File: src/rtl/cla_pkg.sv
// Shared constants and configuration helpers for the pipelined carry-lookahead adder/subtractor.
package cla_pkg;

  localparam int CLA_WIDTH = 32;
  localparam int CLA_GROUP = 4;

  function automatic int cla_ngroups(input int width, input int group);
    return width / group;
  endfunction

  // Legal when WIDTH splits into whole groups and the groups split evenly across stages.
  function automatic bit cla_cfg_ok(input int width, input int group, input int stages);
    int ng;
    if (group < 1 || width < group || (width % group) != 0) return 1'b0;
    ng = width / group;
    return (stages >= 1) && (stages <= ng) && ((ng % stages) == 0);
  endfunction

endpackage

File: src/rtl/cla_group_unit.sv
// GROUP-bit lookahead cell: local sum plus group generate/propagate for the slice-level lookahead.
module cla_group_unit
  import cla_pkg::*;
#(
  parameter int GROUP = CLA_GROUP
) (
  input  logic [GROUP-1:0] a,
  input  logic [GROUP-1:0] b,
  input  logic             ci,
  output logic [GROUP-1:0] sum,
  output logic             g,
  output logic             p
);

  logic [GROUP-1:0] bit_g;
  logic [GROUP-1:0] bit_p;
  logic [GROUP-1:0] c;

  assign bit_g = a & b;
  assign bit_p = a ^ b;

  // Flat sum-of-products carries: no bit waits on its neighbour's carry.
  always_comb begin
    logic term;
    logic acc;
    c = '0;
    for (int j = 0; j < GROUP; j++) begin
      term = ci;
      for (int m = 0; m < j; m++) term = term & bit_p[m];
      acc = term;
      for (int k = 0; k < j; k++) begin
        term = bit_g[k];
        for (int m = k + 1; m < j; m++) term = term & bit_p[m];
        acc = acc | term;
      end
      c[j] = acc;
    end
  end

  always_comb begin
    logic term;
    logic acc;
    acc = 1'b0;
    for (int k = 0; k < GROUP; k++) begin
      term = bit_g[k];
      for (int m = k + 1; m < GROUP; m++) term = term & bit_p[m];
      acc = acc | term;
    end
    g = acc;
  end

  assign p   = &bit_p;
  assign sum = bit_p ^ c;

endmodule

File: src/rtl/cla_pipe_addsub.sv
// Pipelined carry-lookahead adder/subtractor with valid/ready flow control.
// Optional status flags (ovf_o, zero_o, neg_o) are built when CLA_PIPE_FLAGS_EN is defined.
module cla_pipe_addsub
  import cla_pkg::*;
#(
  parameter int WIDTH  = CLA_WIDTH,
  parameter int GROUP  = CLA_GROUP,
  parameter int STAGES = 2
) (
  input  logic             clk,
  input  logic             rst_n,
  input  logic             in_valid_i,
  output logic             in_ready_o,
  input  logic [WIDTH-1:0] a_i,
  input  logic [WIDTH-1:0] b_i,
  input  logic             cin_i,
  input  logic             sub_i,
  output logic             out_valid_o,
  input  logic             out_ready_i,
  output logic [WIDTH-1:0] sum_o,
  output logic             cout_o
`ifdef CLA_PIPE_FLAGS_EN
  ,
  output logic             ovf_o,
  output logic             zero_o,
  output logic             neg_o
`endif
);

  localparam int NGROUPS = cla_ngroups(WIDTH, GROUP);
  localparam int GPS     = NGROUPS / STAGES;
  localparam int SW      = GPS * GROUP;
  localparam int LAST    = STAGES - 1;

  if (!cla_cfg_ok(WIDTH, GROUP, STAGES)) begin : g_cfg_err
    $error("cla_pipe_addsub: WIDTH must be a multiple of GROUP and STAGES must divide WIDTH/GROUP");
  end

  logic [WIDTH-1:0] b_eff;
  logic             c0;
  logic [STAGES-1:0] advance;

  logic             valid_reg [STAGES];
  logic [WIDTH-1:0] a_reg     [STAGES];
  logic [WIDTH-1:0] b_reg     [STAGES];
  logic [WIDTH-1:0] sum_reg   [STAGES];
  logic             c_reg     [STAGES];

  assign b_eff = sub_i ? ~b_i : b_i;
  assign c0    = sub_i ? 1'b1 : cin_i;

  // Walk from the output back so each stage sees whether its successor frees up this cycle.
  always_comb begin
    logic nxt_free;
    logic adv;
    advance  = '0;
    nxt_free = out_ready_i;
    for (int s = STAGES - 1; s >= 0; s--) begin
      adv        = valid_reg[s] & nxt_free;
      advance[s] = adv;
      nxt_free   = !valid_reg[s] | adv;
    end
  end

  assign in_ready_o = !valid_reg[0] | advance[0];

  for (genvar gi = 0; gi < STAGES; gi++) begin : g_stage
    localparam int LO = gi * SW;

    logic [WIDTH-1:0] in_a;
    logic [WIDTH-1:0] in_b;
    logic [WIDTH-1:0] in_sum;
    logic             in_c;
    logic             load;
    logic [GPS-1:0]   grp_g;
    logic [GPS-1:0]   grp_p;
    logic [GPS-1:0]   grp_c;
    logic [SW-1:0]    grp_sum;
    logic [GPS:0]     lc;
    logic [WIDTH-1:0] sum_next;

    if (gi == 0) begin : g_src
      assign in_a   = a_i;
      assign in_b   = b_eff;
      assign in_sum = '0;
      assign in_c   = c0;
      assign load   = in_valid_i & in_ready_o;
    end else begin : g_src
      assign in_a   = a_reg[gi-1];
      assign in_b   = b_reg[gi-1];
      assign in_sum = sum_reg[gi-1];
      assign in_c   = c_reg[gi-1];
      assign load   = advance[gi-1];
    end

    for (genvar gj = 0; gj < GPS; gj++) begin : g_grp
      cla_group_unit #(.GROUP(GROUP)) u_grp (
        .a   (in_a[LO + gj*GROUP +: GROUP]),
        .b   (in_b[LO + gj*GROUP +: GROUP]),
        .ci  (grp_c[gj]),
        .sum (grp_sum[gj*GROUP +: GROUP]),
        .g   (grp_g[gj]),
        .p   (grp_p[gj])
      );
    end

    // Second lookahead level across the slice; lc[GPS] is the carry handed to the next stage.
    always_comb begin
      logic term;
      logic acc;
      lc = '0;
      for (int j = 0; j <= GPS; j++) begin
        term = in_c;
        for (int m = 0; m < j; m++) term = term & grp_p[m];
        acc = term;
        for (int k = 0; k < j; k++) begin
          term = grp_g[k];
          for (int m = k + 1; m < j; m++) term = term & grp_p[m];
          acc = acc | term;
        end
        lc[j] = acc;
      end
    end

    assign grp_c = lc[GPS-1:0];

    always_comb begin
      sum_next            = in_sum;
      sum_next[LO +: SW]  = grp_sum;
    end

    always_ff @(posedge clk or negedge rst_n) begin
      if (!rst_n) begin
        valid_reg[gi] <= 1'b0;
        a_reg[gi]     <= '0;
        b_reg[gi]     <= '0;
        sum_reg[gi]   <= '0;
        c_reg[gi]     <= 1'b0;
      end else if (load) begin
        valid_reg[gi] <= 1'b1;
        a_reg[gi]     <= in_a;
        b_reg[gi]     <= in_b;
        sum_reg[gi]   <= sum_next;
        c_reg[gi]     <= lc[GPS];
      end else if (advance[gi]) begin
        valid_reg[gi] <= 1'b0;
      end
    end

`ifdef CLA_PIPE_FLAGS_EN
    if (gi == LAST) begin : g_flags
      logic msb_cin;
      logic ovf_reg;
      logic zero_reg;
      logic neg_reg;

      // Carry into the MSB recovered from its sum bit, given the operand bits.
      assign msb_cin = in_a[WIDTH-1] ^ in_b[WIDTH-1] ^ sum_next[WIDTH-1];

      always_ff @(posedge clk or negedge rst_n) begin
        if (!rst_n) begin
          ovf_reg  <= 1'b0;
          zero_reg <= 1'b0;
          neg_reg  <= 1'b0;
        end else if (load) begin
          ovf_reg  <= msb_cin ^ lc[GPS];
          zero_reg <= (sum_next == '0);
          neg_reg  <= sum_next[WIDTH-1];
        end
      end

      assign ovf_o  = ovf_reg;
      assign zero_o = zero_reg;
      assign neg_o  = neg_reg;
    end
`endif
  end

  assign out_valid_o = valid_reg[LAST];
  assign sum_o       = sum_reg[LAST];
  assign cout_o      = c_reg[LAST];

endmodule
File: config.mk
export PLATFORM = sky130hd
export DESIGN_NAME = cla_pipe_addsub
export DESIGN_NICKNAME = d
export VERILOG_FILES = /design/src/rtl/cla_pkg.sv /design/src/rtl/cla_group_unit.sv /design/src/rtl/cla_pipe_addsub.sv
export SDC_FILE = /design/constraint.sdc
export NUM_CORES = 1
export LEC_CHECK = 0
export CORE_MARGIN = 8
export CORE_UTILIZATION = 40
export CTS_CLUSTER_SIZE = 10
export DETAILED_ROUTE_END_ITERATION = 7
export PLACE_DENSITY = 0.76
export SKIP_LAST_GASP = 1
export SLEW_MARGIN = 10
export SYNTH_ARGS = -nofsm -noshare
export SYNTH_HDL_FRONTEND = slang
export SYNTH_HIERARCHICAL = 1
export SYNTH_SLANG_ARGS = --single-unit
File: constraint.sdc
create_clock -name clk -period 2.7 [get_ports clk]
set_input_delay 0.405 -clock clk [delete_from_list [all_inputs] [get_ports clk]]
set_output_delay 0.405 -clock clk [all_outputs]
set_load 0.03 [all_outputs]
# Yosys cells after proc, flatten, opt, wreduce, memory -nomap -nowiden
# Cells that the tools add are included.
# W data, S select, Z words.
[totals]
register_bits = 116
inputBits = 70
output_inout_bits = 35
[op_classes]
muxes = 6
bitwise_logic = 214
reduce_logical = 12
[op_table]
columns = ["op", "n"]
rows = [
  ["$and A1 B1 Y1", 95],
  ["$or A1 B1 Y1", 94],
  ["$xor A4 B4 Y4", 16],
  ["$and A4 B4 Y4", 8],
  ["$mux W32", 1],
  ["$not A32 Y32", 1],
  ["$reduce_and A4 Y1", 8],
  ["$mux W1", 5],
  ["$reduce_bool A2 Y1", 2],
  ["$logic_not A1 Y1", 2],
]

# Logic depth before layout (Yosys ltp)
# Gate-level depths: netlist (run 1).
[depth]
ltp_word = 21
mapped_depth = 13

# Modules after synthesis
# Netlist (run 1), hierarchy kept.
[by_module_without_submodules]
columns = ["mod", "n_inst", "cells_per_inst", "area_each_um2"]
rows = [
  ["cla_pipe_addsub", 1, 253, 3592.2],
  ["cla_group_unit at g_stage[0].g_grp[3].u_grp ...", 5, 23, 180.2],
  ["cla_group_unit at g_stage[0].g_grp[0].u_grp ...", 3, 19, 165.2],
]

# Worst setup path before layout (run 1)
# Ideal clock, no wire load.
[synth_path]
path_kind = "input to register"
startpoint = "input sub_i"
endpoint = "register sum_reg (netlist bit g_stage[1].in_sum[11])"
arrival_ps = 2786
setup_slack_ps = -211
cell_stages = 13
cell_sequence = "buf_2 buf_2 xor2_1 ha_1 and4_2 o21ai_0 nand2b_1 a21o_1 ha_1 o211ai_1 nand2_1 xor2_1 mux2_4"
[synth_between]
elab_cells_between_ends = 43
cone_classes = "mux (2); bitwise (39); reduce/logical (2)"
[synth_rtl]
columns = ["element", "line", "rtl"]
rows = [
  ["start, declared", "cla_pipe_addsub.sv:17", "input logic sub_i,"],
  ["$mux W32", "cla_pipe_addsub.sv:49", "assign b_eff = sub_i ? ~b_i : b_i;"],
  ["via b_eff[0]", "cla_pipe_addsub.sv:39", "logic [WIDTH-1:0] b_eff;"],
  ["$xor A4 B4 Y4", "cla_group_unit.sv:20", "assign bit_p = a ^ b;"],
  ["$reduce_and A4 Y1", "cla_group_unit.sv:52", "assign p = &bit_p;"],
  ["via g_stage[0].grp_p[0]", "cla_pipe_addsub.sv:76", "logic [GPS-1:0] grp_p;"],
  ["$and A1 B1 Y1 (2 in a row)", "cla_pipe_addsub.sv:114", "for (int m = 0; m < j; m++) term = term & grp_p[m];"],
  ["$or A1 B1 Y1 (2 in a row)", "cla_pipe_addsub.sv:119", "acc = acc | term;"],
  ["via g_stage[0].grp_c[2]", "cla_pipe_addsub.sv:77", "logic [GPS-1:0] grp_c;"],
  ["$and A1 B1 Y1 (3 in a row)", "cla_group_unit.sv:29", "for (int m = 0; m < j; m++) term = term & bit_p[m];"],
  ["$or A1 B1 Y1 (3 in a row)", "cla_group_unit.sv:34", "acc = acc | term;"],
  ["$xor A4 B4 Y4", "cla_group_unit.sv:53", "assign sum = bit_p ^ c;"],
  ["via g_stage[0].grp_sum[11]", "cla_pipe_addsub.sv:78", "logic [SW-1:0] grp_sum;"],
  ["end signal, assigned by index", "cla_pipe_addsub.sv:143", "sum_reg[gi] <= sum_next;"],
  ["end, declared", "cla_pipe_addsub.sv:46", "logic [WIDTH-1:0] sum_reg [STAGES];"],
]
# The timed path passes the listed nets, and every way through them passes these cells.
# A chain may end at the register's enable or synchronous reset.

# Worst setup path after layout (run 1)
[layout_path]
startpoint = "input b_i[9]"
endpoint = "register sum_reg (netlist bit g_stage[1].in_sum[15])"
[layout_between]
elab_chain_cells = 17
elab_cells_between_ends = 26
cone_classes = "mux (1); bitwise (24); reduce/logical (1)"
[layout_lines]
columns = ["element", "line", "rtl"]
rows = [
  ["start, declared", "cla_pipe_addsub.sv:15", "input logic [WIDTH-1:0] b_i,"],
  ["$not A32 Y32", "cla_pipe_addsub.sv:49", ""],
  ["$mux W32 (*)", "cla_pipe_addsub.sv:49", ""],
  ["via b_eff[9]", "cla_pipe_addsub.sv:39", ""],
  ["$xor A4 B4 Y4", "cla_group_unit.sv:20", ""],
  ["$and A1 B1 Y1 (3 in a row)", "cla_group_unit.sv:46", "for (int m = k + 1; m < GROUP; m++) term = term & bit_p[m];"],
  ["$or A1 B1 Y1 (*) (3 in a row)", "cla_group_unit.sv:47", "acc = acc | term;"],
  ["via g_stage[0].grp_g[2]", "cla_pipe_addsub.sv:75", "logic [GPS-1:0] grp_g;"],
  ["$or A1 B1 Y1 (*)", "cla_pipe_addsub.sv:119", ""],
  ["via g_stage[0].grp_c[3]", "cla_pipe_addsub.sv:77", ""],
  ["$and A1 B1 Y1 (*) (3 in a row)", "cla_group_unit.sv:29", ""],
  ["$or A1 B1 Y1 (*) (3 in a row)", "cla_group_unit.sv:34", ""],
  ["$xor A4 B4 Y4 (*)", "cla_group_unit.sv:53", ""],
  ["via g_stage[0].grp_sum[15]", "cla_pipe_addsub.sv:78", ""],
]
# Mark *: on every way through the listed nets, which the timed path passes. The rest lies on a longest branch.

==> impl_metrics.py, run 1 <==
metrics = {
    "cts": {
        "hold_buffers": 0,
        "path_clk_slew_ns": 0.06,
        "clk_latency_ns": 0.33,
        "clock_sinks": 84,
        "numCtsBuffers": 9,
        "htreeDepth": 3,
        "cts_root_buffer": "clkbuf_16",
        "cts_tree": "done",
        "clk_path_buf_depth": 2,
    },
    "detailed_routing": {
        "drt-pass1-iter-count": 6,
        "wirelength_um": 11000,
        "viasPerCell": 4.81,
        "ant_nets": 0,
        "drcViolationCount": 0,
        "wire_per_inst_um": 15.0,
        "first_iter_violations": 130,
        "num_vias": 3519,
    },
    "synth": {
        "synth_nets": 543,
        "synth_warnings": 6,
        "syn_inst": 425,
        "yosysUniqueCellTypes": 32,
        "netlist_area_um2": 4990,
        "synth_seq_cells": 84,
        "synthTopCellsByArea": "dfrtp_1, mux2_2, ha_1",
        "synth_top_cell_by_area": "dfrtp_1",
        "synth_top_area_share": 0.421,
        "syn_area_per_cell_um2": 11.7,
        "synth-seq-area-share": 0.421,
    },
    "timing": {
        "slew_headroom": 0.309,
        "fmax_mhz": 379,
        "fin_worst_skew_ns": 0.00564,
        "fin_crit_ns": 2.64,
        "hold_viol": 0,
        "tightest_slew_ns": 1.04,
        "setup_viol_count_final": 0,
        "report.final.slew_viol_count": 0,
        "period_share": 0.976,
        "rsz0062_at_grt": "yes",
        "fin_ws_ns": 0.0640,
    },
    "finish": {
        "finalInstanceArea_um2": 6780,
        "final_layout_size_suffix_gt1_frac": 0.255,
        "antenna_cells": 0,
        "largest_reg_flops": 32,
        "nets": 677,
        "fin_cells": 732,
        "area_growth_pct": 36.0,
    },
    "pwr": {
        "finalPower_mw": 5.82,
        "p_leak_nw": 3.01,
        "power_density_nw_per_um2": 858,
        "peakVddDrop_mv": 0.337,
    },
    "floorplanning": {
        "start_util": 0.412,
        "core_um2": 12100,
        "ios": 105,
        "row_count": 40,
        "fp.dieH_um": 128,
        "dieWidth_um": 128,
        "die_area_um2": 16300,
    },
    "flow_run": {
        "drv_cap": 0,
    },
    "worst_setup_path": {
        "reg2reg_from": "g_stage[1].in_a[17]",
        "crit_start": "b_i[9]",
        "critPathArrivalTime_ns": 2.86,
        "crit_path_start_kind": "input port",
        "critPathRequiredTime_ns": 2.92,
        "path_cells": "clkdlybuf4s50_1 -> xor2_1 -> ha_1 -> a21oi_1 -> o21ai_2 -> nor3_2 -> a22oi_2 -> ha_1 -> o211ai_1 -> nand2_1 -> xor2_1 -> mux2_2",
        "max_stage_delay_ns": 0.47,
        "path_class": "input port to register",
        "path_buf_inv": 1,
        "path_delay_family": "compound AO/OA/AOI/OAI gates",
        "worst_setup_path_end_kind": "register",
        "crit_path_top_delay_cell": "clkdlybuf4s50_1",
        "critPathMaxFanout": 3,
    },
    "global_routing": {
        "globalRouteTotalUtil": 0.139,
        "grt_overflow": 0,
        "antenna_found_initial": 0,
        "grt_pass1_vias": 3908,
        "grt_first_pass_wirelength_um": 18400,
        "grt_max_degree": 85,
    },
    "placement": {
        "post-place-ws_ns": -0.366,
        "placed_area_um2": 6400,
        "gp_congestion": 0.837,
        "place_inst": 714,
        "port_buffers": 104,
        "hpwlAfterDp_um": 8300,
    },
    "worst_hold_path": {
        "min_path_type": "input port to asynchronous set/reset pin",
    },
    "run_status": {
        "status": "complete, no violations",
    },
}
==> synth_stat cells (all sizes together) <==
cell type	instances
dfrtp	84
mux2	64
ha	40
nand2	37
xnor2	29
a21oi	27
o21ai	27
xor2	27
inv	23
buf	12
and4	8
fa	8
nor2	8
o211ai	8
o21a	8
nand2b	4
a21o	3
clkbuf	2
a22oi	1
a41o	1
nand3b	1
nor3	1
o31ai	1
or2	1
==> cell usage in the layout (no fill, tap or decap), types with 2 or more instances in the layout <==
master	n
buf_4	32
buf_12	2
a21oi_1	22
and4_2	7
clkbuf_16	9
dfrtp_1	84
mux2_4	16
o211ai_1	8
nand2b_1	2
o21ai_0	22
xor2_2	2
a21o_1	3
o21a_1	8
clkinvlp_4	2
xor2_1	25
ha_4	2
mux2_2	48
a21oi_2	5
clkdlybuf4s50_1	102
xnor2_1	29
ha_1	37
fa_1	8
nor2_1	8
inv_1	23
clkinv_2	2
nand2_1	36
o21ai_2	3
==> stage by stage <==
step	hold WS [ns]	setup TNS, ns	utilization
detailed placement	0.483	-2.43	0.529
global route	0.343	-0.128	0.560
CTS	0.289	0	0.554
global placement	0.471	-1.49	0.529
floorplan	0.109	-0.0178	-
finish	0.249	0	0.560
==> timing repair <==
| action | 4_1_cts | 5_1_grt |
|---|---|---|
| endpoints found under the hold margin | 0 | 0 |
| setup endpoints to repair | 3 | 8 |
| buffers inserted | 0 | 2 |
| pin swaps | 1 | 5 |
| gates resized for setup | 2 | 11 |
==> where the power goes <==
part / internal [mW] / switching (mW) / leakage, nW
clock network: 0.739 / 0.486 / 0.144
logic: 1.35 / 1.29 / 1.87
registers: 1.69 / 0.263 / 0.990
total: 3.78 / 2.04 / 3.01
==> cells by family (layout without fill, tap and decap cells) <==
kind of cell    count (synthesis)  in the layout  share of synthesized area
buf+inv                        37            176                     0.0431
flops                          84             84                      0.421
compound gates                 76             76                     0.0878
mux                            64             64                      0.157
simple gates                   60             60                     0.0604
xor+xnor                       56             56                     0.0983
fa+ha+maj                      48             48                      0.132
==> per-layer routing <==
layer  share of wire  GRT usage
met4           0.012     0.0399
met2            0.50      0.242
met1            0.43      0.163
met3           0.055     0.0403
met5               0          0
==> cell type report <==
type / count / area, um2
Fill cell: 1059 / 5330
Multi-Input combinational cell: 304 / 2770
Sequential cell: 84 / 2100
Timing Repair Buffer: 137 / 1310
Clock buffer: 10 / 239
Tap cell: 168 / 210
Inverter: 23 / 86.3
Clock inverter: 6 / 63.8
==> final timing paths <==
path | end | slack [ns] | depth (start not counted)
setup / recovery | g_stage[1].in_sum[15] | 0.06 | 12
hold / removal | sum_o[26] | 0.25 | 1
setup reg to reg | sum_o[31] | 0.08 | 12
hold reg to reg | g_stage[1].in_b[26] | 0.49 | 2
max in group asynchronous | g_stage[1].in_a[16] | 1.77 | 1
min in group clk | g_stage[1].in_b[26] | 0.49 | 2
Power figures use the tool's default switching activity.
==> run 2: changes to the inputs <==
--- a/config.mk
+++ b/config.mk
@@ -5,7 +5,6 @@
 export SDC_FILE = /design/constraint.sdc
 export NUM_CORES = 1
 export LEC_CHECK = 0
-export CORE_MARGIN = 8
 export CORE_UTILIZATION = 40
 export CTS_CLUSTER_SIZE = 10
 export DETAILED_ROUTE_END_ITERATION = 7
==> run 2 against run 1 <==
  * Die area shrank 21%
  * Sequential share of layout area shrank 0.48 points
  * Largest power group unchanged
  * Clock power increased by 9.8%
  * Combinational power increased by 2%
  * Clock-buffer cell count is 1 higher
  * Critical path type is now register to register
  * Critical endpoint is now sum_o[31]
  * Largest cell class unchanged
  * Setup slack better by 0.046 ns
  * Register-to-register slack improved by 0.03 ns
  * Total power up 2.6%
  * Non-clock buffer count rose by 6
==> impl_metrics.py, run 2 (synthesis gave the netlist of run 1 again) <==
metrics = {
    "floorplanning": {
        "dieWidth_um": 114,
        "row_count": 40,
        "ios": 105,
        "fp.dieH_um": 114,
        "core_um2": 12100,
        "start_util": 0.414,
        "die_area_um2": 12900,
    },
    "run_status": {
        "status": "complete, no violations",
    },
    "worst_setup_path": {
        "path_cells": "ha_4 -> and4_2 -> a21o_1 -> a21oi_2 -> inv_2 -> a21o_1 -> ha_2 -> o211ai_1 -> nand2_1 -> xor2_1 -> mux2_2",
        "rr_worst_depth": 11,
        "critPathMaxFanout": 3,
        "reg2reg_from": "g_stage[1].in_a[17]",
        "path_buf_inv": 1,
        "crit_path_top_delay_cell": "dfrtp_1",
        "max_stage_delay_ns": 0.42,
        "crit_path_start_kind": "register",
        "r2r_end": "sum_o[31]",
        "cpMostUsedCell": "a21o_1",
        "r2r_slack_ns": 0.11,
        "critPathArrivalTime_ns": 2.80,
        "critPathRequiredTime_ns": 2.91,
        "path_class": "register to register",
        "worst_setup_path_end_kind": "register",
        "path_delay_family": "compound AO/OA/AOI/OAI gates",
    },
    "flow_run": {
        "drv_cap": 0,
    },
    "placement": {
        "hpwlAfterDp_um": 7760,
        "port_buffers": 104,
        "gp_congestion": 0.834,
        "place_inst": 718,
        "placed_area_um2": 6430,
    },
    "finish": {
        "fin_util": 0.571,
        "final_layout_size_suffix_gt1_frac": 0.270,
        "fillers": 1032,
        "final_cell_mix": "clkdlybuf4s50_1, dfrtp_1, mux2_2",
        "antenna_cells": 0,
        "fin_cells": 738,
        "finalInstanceArea_um2": 6890,
        "largest_reg_flops": 32,
        "area_growth_pct": 38.1,
        "nets": 683,
        "final_common_cell": "clkdlybuf4s50_1",
    },
    "cts": {
        "clk_latency_ns": 0.33,
        "numCtsBuffers": 9,
        "path_clk_slew_ns": 0.06,
        "cts_root_buffer": "clkbuf_16",
        "clk_path_buf_depth": 2,
        "clock_sinks": 84,
        "htreeDepth": 3,
        "cts_tree": "done",
    },
    "pwr": {
        "p_leak_nw": 3.05,
        "peakVddDrop_mv": 0.381,
        "power_density_nw_per_um2": 866,
    },
    "worst_hold_path": {
        "min_path_type": "input port to asynchronous set/reset pin",
    },
    "detailed_routing": {
        "wirelength_um": 10300,
        "drt-pass1-iter-count": 5,
        "ant_nets": 0,
        "drcViolationCount": 0,
        "viasPerCell": 4.79,
        "first_iter_violations": 95,
        "wire_per_inst_um": 14.0,
        "num_vias": 3536,
    },
    "timing": {
        "fin_crit_ns": 2.59,
        "slew_headroom": 0.627,
        "hold_viol": 0,
        "fmax_mhz": 386,
        "hold_ws_ns": 0.0567,
        "period_share": 0.959,
        "tightest_slew_ns": 0.560,
        "setup_viol_count_final": 0,
        "rsz0062_at_grt": "yes",
        "report.final.slew_viol_count": 0,
        "fin_worst_skew_ns": 0.00720,
    },
    "global_routing": {
        "grt_max_degree": 67,
        "grt_overflow": 0,
        "antenna_found_initial": 0,
        "grt_pass1_vias": 3694,
        "globalRouteTotalUtil": 0.164,
        "grt_first_pass_wirelength_um": 16800,
    },
}
## run 2: worst max-delay path by stage
stage | startpoint | end | slack (ns) | cells past startpoint
finish | g_stage[1].in_a[17] | sum_o[31] | 0.11 | 11
global route | b_i[5] | g_stage[1].in_sum[13] | -0.02 | 11
global placement | b_i[0] | g_stage[1].in_sum[12] | -0.19 | 11
detailed placement | b_i[3] | g_stage[1].in_sum[15] | -0.28 | 12
CTS | g_stage[1].in_a[17] | sum_o[31] | 0.004 | 12
floorplan | sub_i | g_stage[1].in_sum[11] | -0.006 | 13
## run 2: repair_timing
action                                 4_1_cts  5_1_grt
cloned                                       0        0
setup endpoints to repair                    2        8
endpoints found under the hold margin        0        0
pin swaps                                    1        5
resized for setup                            2       16
setup buffers                                1        3
hold buffers                                 0        0
## run 2: power breakdown
group | leakage [nW] | switching (mW) | internal (mW)
Combinational | 1.90 | 1.30 | 1.38
Clock | 0.158 | 0.484 | 0.862
Sequential | 0.990 | 0.256 | 1.69
## run 2: area by class of cell
cell class                 instances  area (um2)  share of cell area
clock buffer                      11         253              0.0367
clock inverter                     5        83.8              0.0122
inverter                          23        86.3              0.0125
multi-input combinational        304        2800               0.407
sequential                        84        2100               0.305
tap                              168         210              0.0305
timing repair buffer             143        1350               0.196
## run 2: layer usage
layer  wire length (um)  share of wire  up-vias  track usage
met1               4400           0.43     1706        0.190
met4                104          0.010        0       0.0465
met5                  0              0        -            0
li1                   -              -     1738            -
met3                553          0.053        9       0.0436
met2               5280           0.51       83        0.296
## run 2: stage by stage
| stage | TNS, ns | worst slack [ns] | power (mW) |
|---|---|---|---|
| floorplan | -0.0178 | -0.00627 | 3.57 |
| global placement | -1.48 | -0.192 | 4.49 |
| detailed placement | -2.26 | -0.280 | 4.59 |
| CTS | 0 | 0.00371 | 5.97 |
| global route | -0.0602 | -0.0231 | 6.32 |
| finish | 0 | 0.110 | 5.97 |
==> run 3: changes to the inputs <==
--- a/config.mk
+++ b/config.mk
@@ -15,3 +15,4 @@
 export SYNTH_HDL_FRONTEND = slang
 export SYNTH_HIERARCHICAL = 1
 export SYNTH_SLANG_ARGS = --single-unit
+export TNS_END_PERCENT = 5
==> run 3 against run 2 <==
  * First-iteration DRC count unchanged
  * Sequential power about the same
  * Sequential share of layout area about the same
  * Non-clock buffer count is the same
  * Flip-flop and latch count stayed put
  * Routed wire length is essentially flat
  * Critical endpoint is now g_stage[1].in_sum[15]
  * Largest cell class unchanged
  * Largest power group unchanged
==> impl_metrics.py, run 3 (synthesis gave the netlist of run 1 again) <==
metrics = {
    "run_status": {
        "status": "complete, no violations",
    },
    "detailed_routing": {
        "wirelength_um": 10300,
        "wire_per_inst_um": 14.0,
        "drt-pass1-iter-count": 5,
        "ant_nets": 0,
        "num_vias": 3538,
        "first_iter_violations": 95,
        "viasPerCell": 4.79,
        "drcViolationCount": 0,
    },
    "finish": {
        "nets": 683,
        "area_growth_pct": 38.1,
        "fin_util": 0.571,
        "largest_reg_flops": 32,
        "fillers": 1029,
        "final_layout_size_suffix_gt1_frac": 0.268,
        "antenna_cells": 0,
        "final_common_cell": "clkdlybuf4s50_1",
        "final_cell_mix": "clkdlybuf4s50_1, dfrtp_1, mux2_2",
    },
    "timing": {
        "fin_ws_ns": 0.0886,
        "fin_setup_tns_ns": 0,
        "hold_viol": 0,
        "tightest_slew_ns": 0.559,
        "slew_headroom": 0.627,
        "fin_worst_skew_ns": 0.00720,
        "report.final.slew_viol_count": 0,
        "fmax_mhz": 383,
        "fin_crit_ns": 2.61,
        "rsz0062_at_grt": "yes",
        "setup_viol_count_final": 0,
        "period_share": 0.967,
    },
    "floorplanning": {
        "die_area_um2": 12900,
        "core_um2": 12100,
        "fp.dieH_um": 114,
        "start_util": 0.414,
        "dieWidth_um": 114,
        "row_count": 40,
        "ios": 105,
    },
    "placement": {
        "hpwlAfterDp_um": 7760,
        "post-place-ws_ns": -0.280,
        "gp_congestion": 0.834,
        "port_buffers": 104,
    },
    "flow_run": {
        "drv_cap": 0,
    },
    "global_routing": {
        "grt_overflow": 0,
        "grt_first_pass_wirelength_um": 16800,
        "antenna_found_initial": 0,
        "globalRouteTotalUtil": 0.164,
        "grt_max_degree": 67,
        "grt_pass1_vias": 3694,
    },
    "worst_setup_path": {
        "max_stage_delay_ns": 0.47,
        "crit_path_start_kind": "input port",
        "critPathArrivalTime_ns": 2.83,
        "path_cells": "clkdlybuf4s50_1 -> xor2_1 -> ha_1 -> a21oi_1 -> o21ai_2 -> nor3_2 -> a22oi_2 -> ha_1 -> o211ai_1 -> nand2_1 -> xor2_1 -> mux2_2",
        "reg2reg_from": "g_stage[1].in_a[17]",
        "critPathRequiredTime_ns": 2.92,
        "crit_path_top_delay_cell": "clkdlybuf4s50_1",
        "worst_setup_path_end_kind": "register",
        "critPathMaxFanout": 3,
        "r2r_end": "sum_o[31]",
        "rr_worst_depth": 11,
        "r2r_slack_ns": 0.11,
        "path_class": "input port to register",
    },
    "cts": {
        "numCtsBuffers": 9,
        "path_clk_slew_ns": 0.06,
        "clock_sinks": 84,
        "htreeDepth": 3,
        "cts_root_buffer": "clkbuf_16",
        "clk_path_buf_depth": 2,
        "cts_tree": "done",
        "clk_latency_ns": 0.33,
        "hold_buffers": 0,
    },
    "worst_hold_path": {
        "min_path_type": "input port to asynchronous set/reset pin",
    },
    "pwr": {
        "p_leak_nw": 3.05,
        "power_density_nw_per_um2": 867,
        "peakVddDrop_mv": 0.381,
    },
}
==> run 3: area by class of cell <==
| cell class | count | area, um2 | share of cell area |
|---|---|---|---|
| Clock buffer | 11 | 253 | 0.0367 |
| Clock inverter | 5 | 83.8 | 0.0122 |
| Multi-Input combinational cell | 304 | 2800 | 0.406 |
| Tap cell | 168 | 210 | 0.0305 |
| Sequential cell | 84 | 2100 | 0.305 |
| Inverter | 23 | 86.3 | 0.0125 |
| Timing Repair Buffer | 143 | 1350 | 0.197 |
==> run 3: through the flow <==
stage / hold slack, ns / power (mW) / instances / area, um2
6_report: 0.0564 / 5.97 / 738 / 6890
4_1_cts: 0.0688 / 5.97 / 735 / 6780
3_3_place_gp: 0.418 / 4.49 / 718 / 6430
3_5_place_dp: 0.428 / 4.59 / 718 / 6430
2_1_floorplan: 0.109 / 3.57 / 425 / 5040
5_1_grt: 0.0874 / 6.32 / 738 / 6890
==> run 3: per-layer routing <==
layer | GRT usage | vias to the layer above | routed length (um)
met5 | 0 | - | 0
met4 | 0.0465 | 0 | 104
met3 | 0.0436 | 9 | 559
met2 | 0.296 | 85 | 5290
met1 | 0.190 | 1706 | 4390
li1 | - | 1738 | -
==> run 3: repair_timing <==
item                                    CTS  global route
gates resized for setup                   2            15
gates cloned                              0             0
endpoints found under the setup margin    2             8
pin swaps                                 1             5
hold endpoints to repair                  0             0
setup buffers                             1             3
==> run 3: where the power goes <==
part           internal, mW  switching (mW)  leakage, nW  total (mW)
sequential             1.69           0.257        0.990        1.95
clock                 0.862           0.485        0.158        1.35
combinational          1.38            1.30         1.90        2.68
==> run 3: worst max-delay path: cells and delay by family <==
| family | cells | cell delay [ns] |
|---|---|---|
| compound gates | 4 | 0.58 |
| fa+ha+maj | 2 | 0.52 |
| buf+inv | 1 | 0.47 |
| xor+xnor | 2 | 0.30 |
| simple gates | 2 | 0.30 |
| mux | 1 | 0.26 |
==> run 3: how the worst max path moves through the flow <==
stage	startpoint	endpoint	slack [ns]	cells after the start
2_1_floorplan	sub_i	g_stage[1].in_sum[11]	-0.006	13
3_3_place_gp	b_i[0]	g_stage[1].in_sum[12]	-0.19	11
3_5_place_dp	b_i[3]	g_stage[1].in_sum[15]	-0.28	12
4_1_cts	g_stage[1].in_a[17]	sum_o[31]	0.004	12
5_1_grt	b_i[5]	g_stage[1].in_sum[13]	-0.02	11
6_report	b_i[1]	g_stage[1].in_sum[15]	0.09	12
